<file path="src/rtl/i2s_tx_master_if.sv">
// Push-side bus of the I2S transmitter: frame data and write strobe in, FIFO status out.
interface i2s_tx_master_if #(
  parameter int unsigned DATA_WIDTH = 16,
  parameter int unsigned FIFO_DEPTH = 4
);
  localparam int unsigned FW = 2 * DATA_WIDTH;
  localparam int unsigned LW = $clog2(FIFO_DEPTH) + 1;

  logic [FW-1:0] TX_DAT_i;
  logic          TX_PUSH_i;
  logic          TX_FULL_o;
  logic          TX_EMPTY_o;
  logic [LW-1:0] TX_LEVEL_o;

  modport master (
    output TX_DAT_i,
    output TX_PUSH_i,
    input  TX_FULL_o,
    input  TX_EMPTY_o,
    input  TX_LEVEL_o
  );

  modport slave (
    input  TX_DAT_i,
    input  TX_PUSH_i,
    output TX_FULL_o,
    output TX_EMPTY_o,
    output TX_LEVEL_o
  );
endinterface

</file>
<file path="src/rtl/i2s_tx_master.sv">
// I2S master transmitter: frame FIFO, bit-clock divider and MSB-first serializer with one-bit WS delay.
// Optional I2S_TX_HOLD_LAST_EN: an underrun load repeats the last popped frame instead of zeros.
module i2s_tx_master #(
  parameter int unsigned DATA_WIDTH = 16,
  parameter int unsigned CLK_DIV    = 4,
  parameter int unsigned FIFO_DEPTH = 4
) (
  input  logic           CLK_IP_i,
  input  logic           RST_IP_N_i,
  i2s_tx_master_if.slave tx_if,
  input  logic           TX_EN_i,
  input  logic           UNDERRUN_CLR_i,
  output logic           I2S_Underrun_Intr_o,
  output logic           I2S_TX_Busy_o,
  output logic           I2S_CLK_o,
  output logic           I2S_WS_CLK_o,
  output logic           I2S_DOUT_o
);
  localparam int unsigned FW    = 2 * DATA_WIDTH;
  localparam int unsigned HALF  = CLK_DIV / 2;
  localparam int unsigned DIV_W = (HALF > 1) ? $clog2(HALF) : 1;
  localparam int unsigned PW    = $clog2(FW);
  localparam int unsigned AW    = $clog2(FIFO_DEPTH);
  localparam int unsigned LW    = AW + 1;

  typedef enum logic [1:0] {
    S_IDLE = 2'd0,
    S_RUN  = 2'd1,
    S_STOP = 2'd2
  } state_e;

  state_e           state_q, state_d;
  logic [DIV_W-1:0] div_q, div_d;
  logic             sck_q, sck_d;
  logic             ws_q, ws_d;
  logic             dout_q, dout_d;
  logic             busy_q;
  logic             ur_q, ur_d;
  logic [FW-1:0]    sh_q, sh_d;
  logic [PW-1:0]    p_q, p_d, p_inc;
  logic [FW-1:0]    mem_q [FIFO_DEPTH];
  logic [AW-1:0]    wr_q, wr_d, rd_q, rd_d;
  logic [LW-1:0]    cnt_q, cnt_d;
  logic             full_q, full_d, empty_q, empty_d;
  logic             tick, fall, wrap, load, push_ok, pop;
  logic [FW-1:0]    ur_frame, load_frame;

`ifdef I2S_TX_HOLD_LAST_EN
  logic [FW-1:0] last_q, last_d;

  always_comb last_d = pop ? mem_q[rd_q] : last_q;

  always_ff @(posedge CLK_IP_i or negedge RST_IP_N_i) begin
    if (!RST_IP_N_i) last_q <= '0;
    else             last_q <= last_d;
  end

  assign ur_frame = last_q;
`else
  assign ur_frame = '0;
`endif

  // A fall event is the divider terminal count while the bit clock is high.
  assign tick       = (div_q == DIV_W'(HALF - 1));
  assign fall       = tick & sck_q;
  assign wrap       = (p_q == PW'(FW - 1));
  assign p_inc      = wrap ? '0 : p_q + PW'(1);
  assign push_ok    = tx_if.TX_PUSH_i & ~full_q;
  assign pop        = load & ~empty_q;
  assign load_frame = empty_q ? ur_frame : mem_q[rd_q];

  always_comb begin
    state_d = state_q;
    div_d   = div_q;
    sck_d   = sck_q;
    ws_d    = ws_q;
    dout_d  = dout_q;
    sh_d    = sh_q;
    p_d     = p_q;
    load    = 1'b0;
    unique case (state_q)
      S_IDLE: begin
        div_d  = '0;
        sck_d  = 1'b0;
        ws_d   = 1'b0;
        dout_d = 1'b0;
        p_d    = '0;
        if (TX_EN_i) begin
          state_d = S_RUN;
          load    = 1'b1;
          sh_d    = load_frame;
        end
      end
      S_RUN, S_STOP: begin
        div_d = tick ? '0 : div_q + DIV_W'(1);
        sck_d = sck_q ^ tick;
        if (fall) begin
          dout_d = sh_q[FW-1];
          p_d    = p_inc;
          ws_d   = (p_inc >= PW'(DATA_WIDTH));
          sh_d   = {sh_q[FW-2:0], 1'b0};
          if (state_q == S_STOP) begin
            state_d = S_IDLE;
            dout_d  = 1'b0;
            ws_d    = 1'b0;
            p_d     = '0;
          end else if (wrap) begin
            // Old MSB (right LSB) is already in dout_d; the reload only replaces sh.
            if (TX_EN_i) begin
              load = 1'b1;
              sh_d = load_frame;
            end else begin
              state_d = S_STOP;
            end
          end
        end
      end
      default: state_d = S_IDLE;
    endcase
  end

  // FIFO bookkeeping; a push while full is dropped regardless of a same-cycle pop.
  always_comb begin
    wr_d    = wr_q + AW'(push_ok);
    rd_d    = rd_q + AW'(pop);
    cnt_d   = cnt_q + LW'(push_ok) - LW'(pop);
    full_d  = (cnt_d == LW'(FIFO_DEPTH));
    empty_d = (cnt_d == '0);
    ur_d    = (load & empty_q) | (ur_q & ~UNDERRUN_CLR_i);
  end

  always_ff @(posedge CLK_IP_i or negedge RST_IP_N_i) begin
    if (!RST_IP_N_i) begin
      state_q <= S_IDLE;
      div_q   <= '0;
      sck_q   <= 1'b0;
      ws_q    <= 1'b0;
      dout_q  <= 1'b0;
      busy_q  <= 1'b0;
      ur_q    <= 1'b0;
      sh_q    <= '0;
      p_q     <= '0;
      wr_q    <= '0;
      rd_q    <= '0;
      cnt_q   <= '0;
      full_q  <= 1'b0;
      empty_q <= 1'b1;
    end else begin
      state_q <= state_d;
      div_q   <= div_d;
      sck_q   <= sck_d;
      ws_q    <= ws_d;
      dout_q  <= dout_d;
      busy_q  <= (state_d != S_IDLE);
      ur_q    <= ur_d;
      sh_q    <= sh_d;
      p_q     <= p_d;
      wr_q    <= wr_d;
      rd_q    <= rd_d;
      cnt_q   <= cnt_d;
      full_q  <= full_d;
      empty_q <= empty_d;
    end
  end

  always_ff @(posedge CLK_IP_i) begin
    if (push_ok) mem_q[wr_q] <= tx_if.TX_DAT_i;
  end

  assign tx_if.TX_FULL_o  = full_q;
  assign tx_if.TX_EMPTY_o = empty_q;
  assign tx_if.TX_LEVEL_o = cnt_q;
  assign I2S_Underrun_Intr_o = ur_q;
  assign I2S_TX_Busy_o       = busy_q;
  assign I2S_CLK_o           = sck_q;
  assign I2S_WS_CLK_o        = ws_q;
  assign I2S_DOUT_o          = dout_q;
endmodule

</file>
<file path="src/flat_wrapper.sv">
// flat-port wrapper written by rule: the top's interface ports become plain ports
module i2s_tx_master_flat 
#(
  parameter int unsigned DATA_WIDTH = 16,
  parameter int unsigned CLK_DIV    = 4,
  parameter int unsigned FIFO_DEPTH = 4
)
  (CLK_IP_i, RST_IP_N_i, TX_EN_i, UNDERRUN_CLR_i, I2S_Underrun_Intr_o, I2S_TX_Busy_o, I2S_CLK_o, I2S_WS_CLK_o, I2S_DOUT_o, tx_if_TX_DAT_i, tx_if_TX_PUSH_i, tx_if_TX_FULL_o, tx_if_TX_EMPTY_o, tx_if_TX_LEVEL_o);
  i2s_tx_master_if #(.DATA_WIDTH(DATA_WIDTH), .FIFO_DEPTH(FIFO_DEPTH)) tx_if_i ();
  input  logic CLK_IP_i;
  input  logic RST_IP_N_i;
  input  logic TX_EN_i;
  input  logic UNDERRUN_CLR_i;
  output logic I2S_Underrun_Intr_o;
  output logic I2S_TX_Busy_o;
  output logic I2S_CLK_o;
  output logic I2S_WS_CLK_o;
  output logic I2S_DOUT_o;
  input wire logic [$bits(tx_if_i.TX_DAT_i)-1:0] tx_if_TX_DAT_i;
  input wire logic [$bits(tx_if_i.TX_PUSH_i)-1:0] tx_if_TX_PUSH_i;
  output wire logic [$bits(tx_if_i.TX_FULL_o)-1:0] tx_if_TX_FULL_o;
  output wire logic [$bits(tx_if_i.TX_EMPTY_o)-1:0] tx_if_TX_EMPTY_o;
  output wire logic [$bits(tx_if_i.TX_LEVEL_o)-1:0] tx_if_TX_LEVEL_o;
  assign tx_if_i.TX_DAT_i = tx_if_TX_DAT_i;
  assign tx_if_i.TX_PUSH_i = tx_if_TX_PUSH_i;
  assign tx_if_TX_FULL_o = tx_if_i.TX_FULL_o;
  assign tx_if_TX_EMPTY_o = tx_if_i.TX_EMPTY_o;
  assign tx_if_TX_LEVEL_o = tx_if_i.TX_LEVEL_o;
  i2s_tx_master #(.DATA_WIDTH(DATA_WIDTH), .CLK_DIV(CLK_DIV), .FIFO_DEPTH(FIFO_DEPTH)) u_core (.CLK_IP_i(CLK_IP_i), .RST_IP_N_i(RST_IP_N_i), .tx_if(tx_if_i), .TX_EN_i(TX_EN_i), .UNDERRUN_CLR_i(UNDERRUN_CLR_i), .I2S_Underrun_Intr_o(I2S_Underrun_Intr_o), .I2S_TX_Busy_o(I2S_TX_Busy_o), .I2S_CLK_o(I2S_CLK_o), .I2S_WS_CLK_o(I2S_WS_CLK_o), .I2S_DOUT_o(I2S_DOUT_o));
endmodule
</file>
<file path="config.mk">
export PLATFORM = sky130hd
export DESIGN_NAME = i2s_tx_master_flat
export DESIGN_NICKNAME = d
export VERILOG_FILES = /design/src/rtl/i2s_tx_master_if.sv /design/src/rtl/i2s_tx_master.sv /design/src/flat_wrapper.sv
export SDC_FILE = /design/constraint.sdc
export NUM_CORES = 1
export LEC_CHECK = 0
export CAP_MARGIN = 20
export CORE_UTILIZATION = 59
export DETAILED_ROUTE_END_ITERATION = 8
export GPL_TIMING_DRIVEN = 0
export PLACE_DENSITY = 0.79
export SLEW_MARGIN = 20
export SYNTH_ARGS = -nofsm -noshare
export SYNTH_HDL_FRONTEND = slang
export SYNTH_SLANG_ARGS = --single-unit
</file>
<file path="constraint.sdc">
create_clock -name CLK_IP_i -period 4.3 [get_ports CLK_IP_i]
set_input_delay 0.43 -clock CLK_IP_i [delete_from_list [all_inputs] [get_ports CLK_IP_i]]
set_output_delay 0.43 -clock CLK_IP_i [all_outputs]
set_load 0.01 [all_outputs]
</file>
Word-level counts from Yosys, hierarchy flattened. Memories as Yosys holds them, arrays and structs flattened. Index checks and enable logic that the tools add are counted. W data, S select, Z words.

$add $sub $neg: 6. Magnitude comparators: 1. Eq/ne operators: 6. Multiplexer cells: 33. Bitwise gates (word level): 10. Reductions and logical operators: 7.

Operator list (number): $mux W32 (6); $pmux W32 S2 (1); $mux W5 (3); $mux W1 (11); $mux W2 (5); $pmux W1 S2 (5); $pmux W5 S2 (1); $add A5 B1 Y5 const B (1); $and A1 B1 Y1 (5); $eq A5 B5 Y1 const B (1); $ge A5 B5 Y1 const B (1); $add A2 B1 Y2 (2); $pmux W2 S2 (1); $reduce_bool A2 Y1 (2); $add A3 B1 Y3 (1); $eq A3 B3 Y1 const B (1); $logic_not A3 Y1 (1); $not A1 Y1 (3); $reduce_and A3 Y1 (1); $sub A3 B1 Y3 (1); $eq A2 B1 Y1 const B (1); $eq A2 B2 Y1 const B (1); $logic_not A2 Y1 (1); $ne A2 B1 Y1 const B (1); other kinds (6) (6).

Register bits after elaboration: 54. RAM bits: 128. Bits of input ports: 37. Output and inout port bits: 10. Word-level logic and storage cells: 78. Memories: 1.

Memories: u_core.mem_q (depth 4, width 32, read ports 1, clocked after Yosys merged registers in 0, write ports 1, RTL line i2s_tx_master.sv:41) `logic [FW-1:0] mem_q [FIFO_DEPTH];`.

Depth between registers and ports, before layout. Gate-level depths: netlist of run 1.

Word-level depth: 8. Gate-level depth with buffers: 12. Depth with buffers taken out: 12.

Worst setup path before layout of run 1. OpenSTA, ideal clock, no wires.

Kind: input -> register. Start: input tx_if_TX_PUSH_i. End: memory u_core.mem_q[0][0] (netlist name), enable pin. Library setup time: 0.468 ns. Data arrival time: 3.134 ns. Required time: 3.832 ns. Slack: 0.699 ns. Cell stages on the path: 2. Path buffers: 0. Cells stage by stage: nor2b_1 nor3b_1.

Word-level cells in the longest chain between the ends: 3.

RTL lines: start, declared (RTL line flat_wrapper.sv:20) `input wire logic [$bits(tx_if_i.TX_PUSH_i)-1:0] tx_if_TX_PUSH_i;`; $and A1 B1 Y1 (RTL line i2s_tx_master.sv:68) `assign push_ok = tx_if.TX_PUSH_i & ~full_q;`; $mux W1 (RTL line i2s_tx_master.sv:167) `if (push_ok) mem_q[wr_q] <= tx_if.TX_DAT_i;`; $mux W1 (implied by the code) (RTL line i2s_tx_master.sv:167); end, declared (RTL line i2s_tx_master.sv:41).

Every way passes these cells.

Worst setup path in the final report of run 1.
Start: register u_core.state_q[0]. End: register u_core.full_q (netlist: u_core.tx_if.TX_FULL_o).

Word-level cells in the longest chain between the ends: 7. Elaborated cells on any way between the ends: 10. Classes of those cells: add/sub (1); eq/ne (3); mux (3); bitwise (1); reduce/logical (2).

RTL lines: start, declared (RTL line i2s_tx_master.sv:32) `state_e state_q, state_d;`; start signal, assigned (RTL line i2s_tx_master.sv:149) `state_q <= state_d;`; $eq A2 B2 Y1 (RTL line i2s_tx_master.sv:81, i2s_tx_master.sv:102); $mux W1 (RTL line i2s_tx_master.sv:102) `if (state_q == S_STOP) begin`; $mux W1 (RTL line i2s_tx_master.sv:97) `if (fall) begin`; $pmux W1 S2 * (RTL line i2s_tx_master.sv:81) `unique case (state_q)`; $and A1 B1 Y1 * (RTL line i2s_tx_master.sv:69) `assign pop = load & ~empty_q;`; $sub A3 B1 Y3 * (RTL line i2s_tx_master.sv:126) `cnt_d = cnt_q + LW'(push_ok) - LW'(pop);`; named net u_core.cnt_d[2] (RTL line i2s_tx_master.sv:43) `logic [LW-1:0] cnt_q, cnt_d;`; $eq A3 B3 Y1 * (RTL line i2s_tx_master.sv:127) `full_d = (cnt_d == LW'(FIFO_DEPTH));`; named net u_core.full_d (RTL line i2s_tx_master.sv:44) `logic full_q, full_d, empty_q, empty_d;`; end signal, assigned (RTL line i2s_tx_master.sv:161) `full_q <= full_d;`; end, declared (RTL line i2s_tx_master.sv:44).

Mark *: on every way through the listed nets, which the timed path passes. The rest lies on a longest branch. A chain may end at the register's enable or synchronous reset.

==> summary.txt, run 1 <==
status: finished clean
CP max stage delay: 0.44 ns
clk_skew: 0.00686 ns
RSZ-0062 raised after global routing: false
CTS Buf Count: 17
Synth Register Bits: 181
Rows: 40
Synth top area share: 52.4%
Area contributors post-synth: edfxtp_1, dfrtp_1, mux2i_1
fin crit period: 3.18 ns
cell type with the largest total area after synthesis: edfxtp_1
post-DR vias/cell: 5.76
Root Driver: clkbuf_16
total global-route track usage: 24.4%
CTS sink count: 181
synthesis-to-finish area growth: 19.2%
fill count: 783
global-route wire length before repair: 22,800 microns
cts repair resizes: 0
mapped cell area: 7330 sq um
Async S/R FF share, synth: 29.3%
EDFF count, synth: 128
gp weighted congestion: 0.820
max-slew violation count: 0
Critical Path Slowest Stage Cell: ha_1
DPL Wire Length: 9290 microns
critical path buffer and inverter count: 2
Crit Path Category: reg -> reg
worst path required time: 4.64 ns
Pleak: 3.35 nW
syn nets: 567
total wire length: 14,300 microns
antenna fix cells: 0
CTS Hold Bufs: 0
grt ovf: 0
Post-route DRC: 0
initial drt markers: 307
clock latency on the worst-skew pair: 0.43 ns
Hold Fails Final Rpt: 0
final setup fails: 0
Setup crit end kind: flop
CP Cell Sequence: inv_1, ha_1, and2b_2, a31oi_1, or3_1, nor2_1, ha_1, inv_1, ha_1, fa_1, xnor2_1, nor3b_1
Worst Hold Class: in -> async
layout cell share with drive strength beyond 1: 11.4%
MaxCap Viol Count: 0
start of the worst register-to-register path: u_core.state_q[0]$_DFF_PN0_
Ports: 47
crit path max fanout: 8
period utilization: 73.9%
PortBufs: 46
Highest Clock Rate: 315 MHz
vias in the first global route: 4,501
chip height: 113 microns
post-synthesis cell count: 519
worst rel slew slack: 55.3%
maximum vdd drop: 0.000397 V
post-placement cell area: 8140 sq um
CTS Buffer Depth: 2
CP delay by family, top: adder cells
initial core utilization: 60.8%
WL/cell: 18.6 microns
critical path startpoint: u_core.state_q[0]$_DFF_PN0_
CP arrival: 3.52 ns
initial antenna violation count: 0
Synth cell types: 43
syn avg cell area: 14.1 sq um
net count reported at finish: 639
die width: 113 microns
register area share after synthesis: 70.5%
Synth Flop Type: edfxtp_1
drt first pass iters: 5
fin area: 8740 sq um
H-Tree Depth: 4
routed vias: 4,445
startpoint types: flop
postcts setup bufs: 0
Slew @ Worst Pin: 0.670 ns
TritonCTS clock tree: yes
largest net degree at the start of global routing: 54
core area: 12,100 sq um
Clock transition at path regs: 0.06 ns
pwr/cell area: 721 nW/um^2
DIE AREA: 12,900 sq um
DRT antenna net count: 0
Final Worst Setup Slack: 1.12 ns
CP most frequent cell: ha_1
Yosys warnings: 0
dpl ws: 1.16 ns
[kinds of logic after synthesis]
family,count (synthesis),share of synthesized area [%]
DFF,181,70.5
and+or+nand+nor,112,6.84
AOI/OAI and AO/OA,111,8.48
muxes,63,8.77
buffers and inverters,37,2.93
adders and majority gates,11,1.98
xor gates and xnor gates,4,0.478
[layer usage]
layer,track usage (%),part of all wire (%),vias up
li1,-,-,2069
met1,31.1,42,2208
met2,39.5,50,139
met3,7.33,5.1,29
met4,9.91,2.3,0
met5,0,0,-
[flip-flops by register name (all words and copies together) (netlist names)]
name                        cells
u_core.mem_q                  128
u_core.tx_if.TX_EMPTY_o         1
u_core.p_q                      5
u_core.rd_q                     2
u_core.wr_q                     2
u_core.tx_if.TX_FULL_o          1
u_core.I2S_CLK_o                1
u_core.tx_if.TX_LEVEL_o         3
u_core.I2S_TX_Busy_o            1
u_core.I2S_DOUT_o               1
u_core.div_q                    1
u_core.I2S_Underrun_Intr_o      1
u_core.sh_q                    32
u_core.state_q                  2
[worst reg2reg max path, delay by kind of cell, from the launching register on]
kind / cells / cell delay [ns]
AOI/OAI and AO/OA: 1 / 0.09
DFF: 1 / 0.42
and+or+nand+nor: 4 / 1.02
buffers and inverters: 2 / 0.13
adders and majority gates: 4 / 1.17
xor gates and xnor gates: 1 / 0.25
[cell usage after synthesis (all sizes together), types with 3 or more instances]
cell and number:
edfxtp 128, o21ai 69, mux2i 62, dfrtp 52, nand2 47, nor2 37, o22ai 32, buf 19
ha 10, clkbuf 9, inv 9, nand3 6, nand2b 4, nor2b 3, nor3b 3, or2 3
xor2 3
[report_power, final]
group,internal (mW),switching (mW),leakage (nW)
logic,0.885,1.30,1.24
clock network,0.917,0.654,0.282
registers,2.35,0.196,1.83
total,4.16,2.15,3.35
[path summary, 6_finish.rpt]
path                                                        end  cells after the start  slack [ns]
max                            u_core.tx_if.TX_FULL_o$_DFF_PN0_                     12        1.12
min                        u_core.tx_if.TX_LEVEL_o[1]$_DFF_PN0_                      1        0.03
max reg2reg                    u_core.tx_if.TX_FULL_o$_DFF_PN0_                     12        1.12
min reg2reg                       u_core.I2S_DOUT_o$_DFFE_PN0P_                      2        0.48
max in group asynchronous           u_core.sh_q[28]$_DFFE_PN0P_                      1        3.82
min in group CLK_IP_i             u_core.I2S_DOUT_o$_DFFE_PN0P_                      2        0.48
[through the flow]
| stage | TNS, ns | instances | util (%) | power [mW] | hold WS (ns) |
|---|---|---|---|---|---|
| 2_1_floorplan | 0 | 519 | - | 4.01 | 0.134 |
| 3_3_place_gp | -56.41 | 733 | 66.4 | 4.58 | 0.456 |
| 3_5_place_dp | 0 | 740 | 67.5 | 4.73 | 0.471 |
| 4_1_cts | 0 | 772 | 72.5 | 6.33 | 0.0443 |
| 5_1_grt | 0 | 772 | 72.5 | 6.64 | 0.0822 |
| 6_report | 0 | 772 | 72.5 | 6.30 | 0.0319 |
[layout by cell type, fill, tap and decap left out, drive strengths merged, types with 4 or more instances in the layout]
| cell | Yosys | layout |
|---|---|---|
| nor2 | 37 | 37 |
| nand2b | 4 | 4 |
| o21ai | 69 | 69 |
| nand2 | 47 | 47 |
| clkdlybuf4s50 | 0 | 45 |
| mux2i | 62 | 62 |
| inv | 9 | 13 |
| clkinvlp | 0 | 5 |
| edfxtp | 128 | 128 |
| dfrtp | 52 | 52 |
| clkbuf | 9 | 26 |
| o22ai | 32 | 32 |
| buf | 19 | 27 |
| ha | 10 | 10 |
| nand3 | 6 | 6 |
[final cells by class]
class | count | area, sq um | share of cell area (%)
Multi-Input combinational cell | 301 | 1970 | 22.5
Inverter | 9 | 33.8 | 0.386
Clock inverter | 15 | 179 | 2.05
Clock buffer | 17 | 425 | 4.87
Sequential cell | 181 | 5170 | 59.1
Tap cell | 168 | 210 | 2.40
Timing Repair Buffer | 53 | 574 | 6.57
Buffer | 28 | 181 | 2.07
(Power assumes the default switching activity.)
==> inputs of run 2 (changes only) <==
- CORE_UTILIZATION: 59 -> 53
- PLACE_DENSITY: 0.79 -> 0.75
- clock period: 4.3 -> 2.9 ns (I/O delays scaled with it)
==> run 2 against run 1 <==
  * Cell count increased by 1.6%
  * Sequential share of layout area is 1.0 points lower
  * Sequential power rose by 48%
  * Via count rose by 0.43%
  * Hold slack gained 0.40 ns
  * Flip-flop and latch count unchanged
  * First-iteration DRC count up 43%
  * Clock power increased by 64%
  * Maximum frequency up 13%
  * Wire length rose by 2.2%
  * Global-route usage down 2.3 points
==> summary.txt, run 2 (synthesis gave the netlist of run 1 again) <==
fin crit period: 2.82 ns
core area: 13,300 sq um
H-Tree Depth: 4
global-route wire length before repair: 23,200 microns
routed vias: 4,464
CTS sink count: 181
clk_skew: 0.00871 ns
fill count: 938
startpoint types: flop
worst rel slew slack: 53.7%
CP arrival: 3.17 ns
PortBufs: 46
synthesis-to-finish area growth: 21.4%
DRT antenna net count: 0
fin area: 8900 sq um
grt ovf: 0
Worst Hold Path EP: u_core.I2S_Underrun_Intr_o$_DFF_PN0_
Largest register FFs: 128
worst reg2reg setup slack: 0.08 ns
Rows: 42
CP max stage delay: 0.47 ns
drt first pass iters: 5
die width: 120 microns
max-slew violation count: 0
status: finished clean
DIE AREA: 14,300 sq um
Worst Hold Class: in -> reg
Root Driver: clkbuf_16
Critical Path Slowest Stage Cell: fa_2
RSZ-0062 raised after global routing: false
Setup crit end kind: flop
Ports: 47
pwr/cell area: 1090 nW/um^2
Pleak: 3.41 nW
largest register by flop count: u_core.mem_q
largest net degree at the start of global routing: 54
WL/cell: 18.7 microns
period utilization: 97.2%
layout cell share with drive strength beyond 1: 13.3%
Slew @ Worst Pin: 0.694 ns
initial core utilization: 54.9%
Post-route DRC: 0
CP Cell Sequence: inv_1, ha_4, and2b_2, a31oi_1, or3_1, nor2_4, ha_1, inv_1, ha_1, fa_2, nor3_1
total wire length: 14,600 microns
CTS Buffer Depth: 2
Final Worst Setup Slack: 0.0819 ns
CTS Buf Count: 17
final setup fails: 0
hold_sp: UNDERRUN_CLR_i
net count reported at finish: 643
DPL Wire Length: 9370 microns
chip height: 120 microns
TritonCTS clock tree: yes
gp weighted congestion: 0.781
top flop regs: u_core.mem_q (128), u_core.sh_q (32), u_core.p_q (5)
post-DR vias/cell: 5.69
reg-to-reg endpoint: u_core.tx_if.TX_EMPTY_o$_DFF_PN1_
Worst Reg2Reg Path Length in Cells: 11
post-placement cell area: 8140 sq um
Hold Fails Final Rpt: 0
crit path max fanout: 8
start of the worst register-to-register path: u_core.state_q[1]$_DFF_PN0_
worst path required time: 3.25 ns
most common cell after layout, fill and taps aside: edfxtp_1
initial drt markers: 439
clock latency on the worst-skew pair: 0.43 ns
antenna fix cells: 0
Clock transition at path regs: 0.07 ns
maximum vdd drop: 0.000516 V
total global-route track usage: 22.1%
vias in the first global route: 4,558
MaxCap Viol Count: 0
Highest Clock Rate: 355 MHz
dpl ws: -0.269 ns
Crit Path Category: reg -> reg
commonest non-fill, non-tap cells in the layout: edfxtp_1, mux2i_1, dfrtp_1
initial antenna violation count: 0
hold depth: 2
==> run 2: cell count changes in the layout (fill, tap and decap cells not counted), sizes merged <==
cell and delta:
clkinvlp -4, inv +3, clkinv -1, dlygate4sd3 +1, bufinv +2, buf +3
==> run 2: worst max-delay path by stage <==
stage | from | to | cells past startpoint
global route | u_core.state_q[1]$_DFF_PN0_ | u_core.tx_if.TX_EMPTY_o$_DFF_PN1_ | 11
detailed placement | u_core.state_q[0]$_DFF_PN0_ | u_core.tx_if.TX_FULL_o$_DFF_PN0_ | 12
floorplan | u_core.state_q[0]$_DFF_PN0_ | u_core.tx_if.TX_FULL_o$_DFF_PN0_ | 12
global placement | tx_if_TX_PUSH_i | u_core.mem_q[1][23]$_DFFE_PP_ | 4
finish | u_core.state_q[1]$_DFF_PN0_ | u_core.tx_if.TX_EMPTY_o$_DFF_PN1_ | 11
CTS | u_core.p_q[0]$_DFFE_PN0P_ | u_core.tx_if.TX_FULL_o$_DFF_PN0_ | 12
==> run 2: through the flow <==
stage / util, % / cells / setup TNS, ns / power, mW / hold slack (ns)
finish: 66.7 / 784 / 0 / 9.66 / 0.429
detailed placement: 61.0 / 747 / -0.405 / 7.01 / 0.381
global placement: 60.1 / 741 / -108.90 / 6.81 / 0.449
CTS: 66.4 / 782 / 0 / 9.68 / 0.420
global route: 66.7 / 784 / 0 / 10.2 / 0.426
floorplan: - / 519 / 0 / 5.95 / -0.00559
==> run 2: cell type report <==
type,instances,area (sq um),area share (%)
clock inverters,15,241,2.71
repair buffers,57,599,6.73
well taps,176,220,2.47
plain buffers,28,181,2.04
inverters,9,33.8,0.380
flip-flops and latches,181,5170,58.1
multi-input cells,301,2030,22.8
clock buffers,17,425,4.78
==> run 2: timing repair <==
| item | CTS | global route |
|---|---|---|
| hold buffers | 1 | 0 |
| buffers inserted | 2 | 2 |
| pin swaps | 0 | 1 |
| endpoints found under the setup margin | 4 | 2 |
| endpoints found under the hold margin | 52 | 0 |
| gates resized for setup | 6 | 5 |
==> run 2: critical path: cells and delay by family (launching register included) <==
| kind | cells | cell delay [ns] |
|---|---|---|
| flops | 1 | 0.41 |
| buf+inv | 2 | 0.15 |
| fa+ha+maj | 4 | 1.18 |
| simple gates | 4 | 0.89 |
| compound gates | 1 | 0.08 |
==> run 2: report_power, final <==
part	total [mW]	internal (mW)	switching, mW
combinational	3.32	1.37	1.95
sequential	3.77	3.49	0.284
clock	2.57	1.56	1.01
==> run 2: routing by layer <==
layer | up-vias | wire [microns] | global-route usage (%)
met5 | - | 0 | 0
met4 | 0 | 277 | 9.77
met3 | 23 | 730 | 5.94
met2 | 167 | 7310 | 35.8
met1 | 2207 | 6320 | 28.2
li1 | 2067 | - | -
==> inputs of run 3 (changes only) <==
- CTS_CLUSTER_DIAMETER: not set -> 60
==> results of run 3 <==
The final DEF is identical to that of run 2; final timing and power are the same.
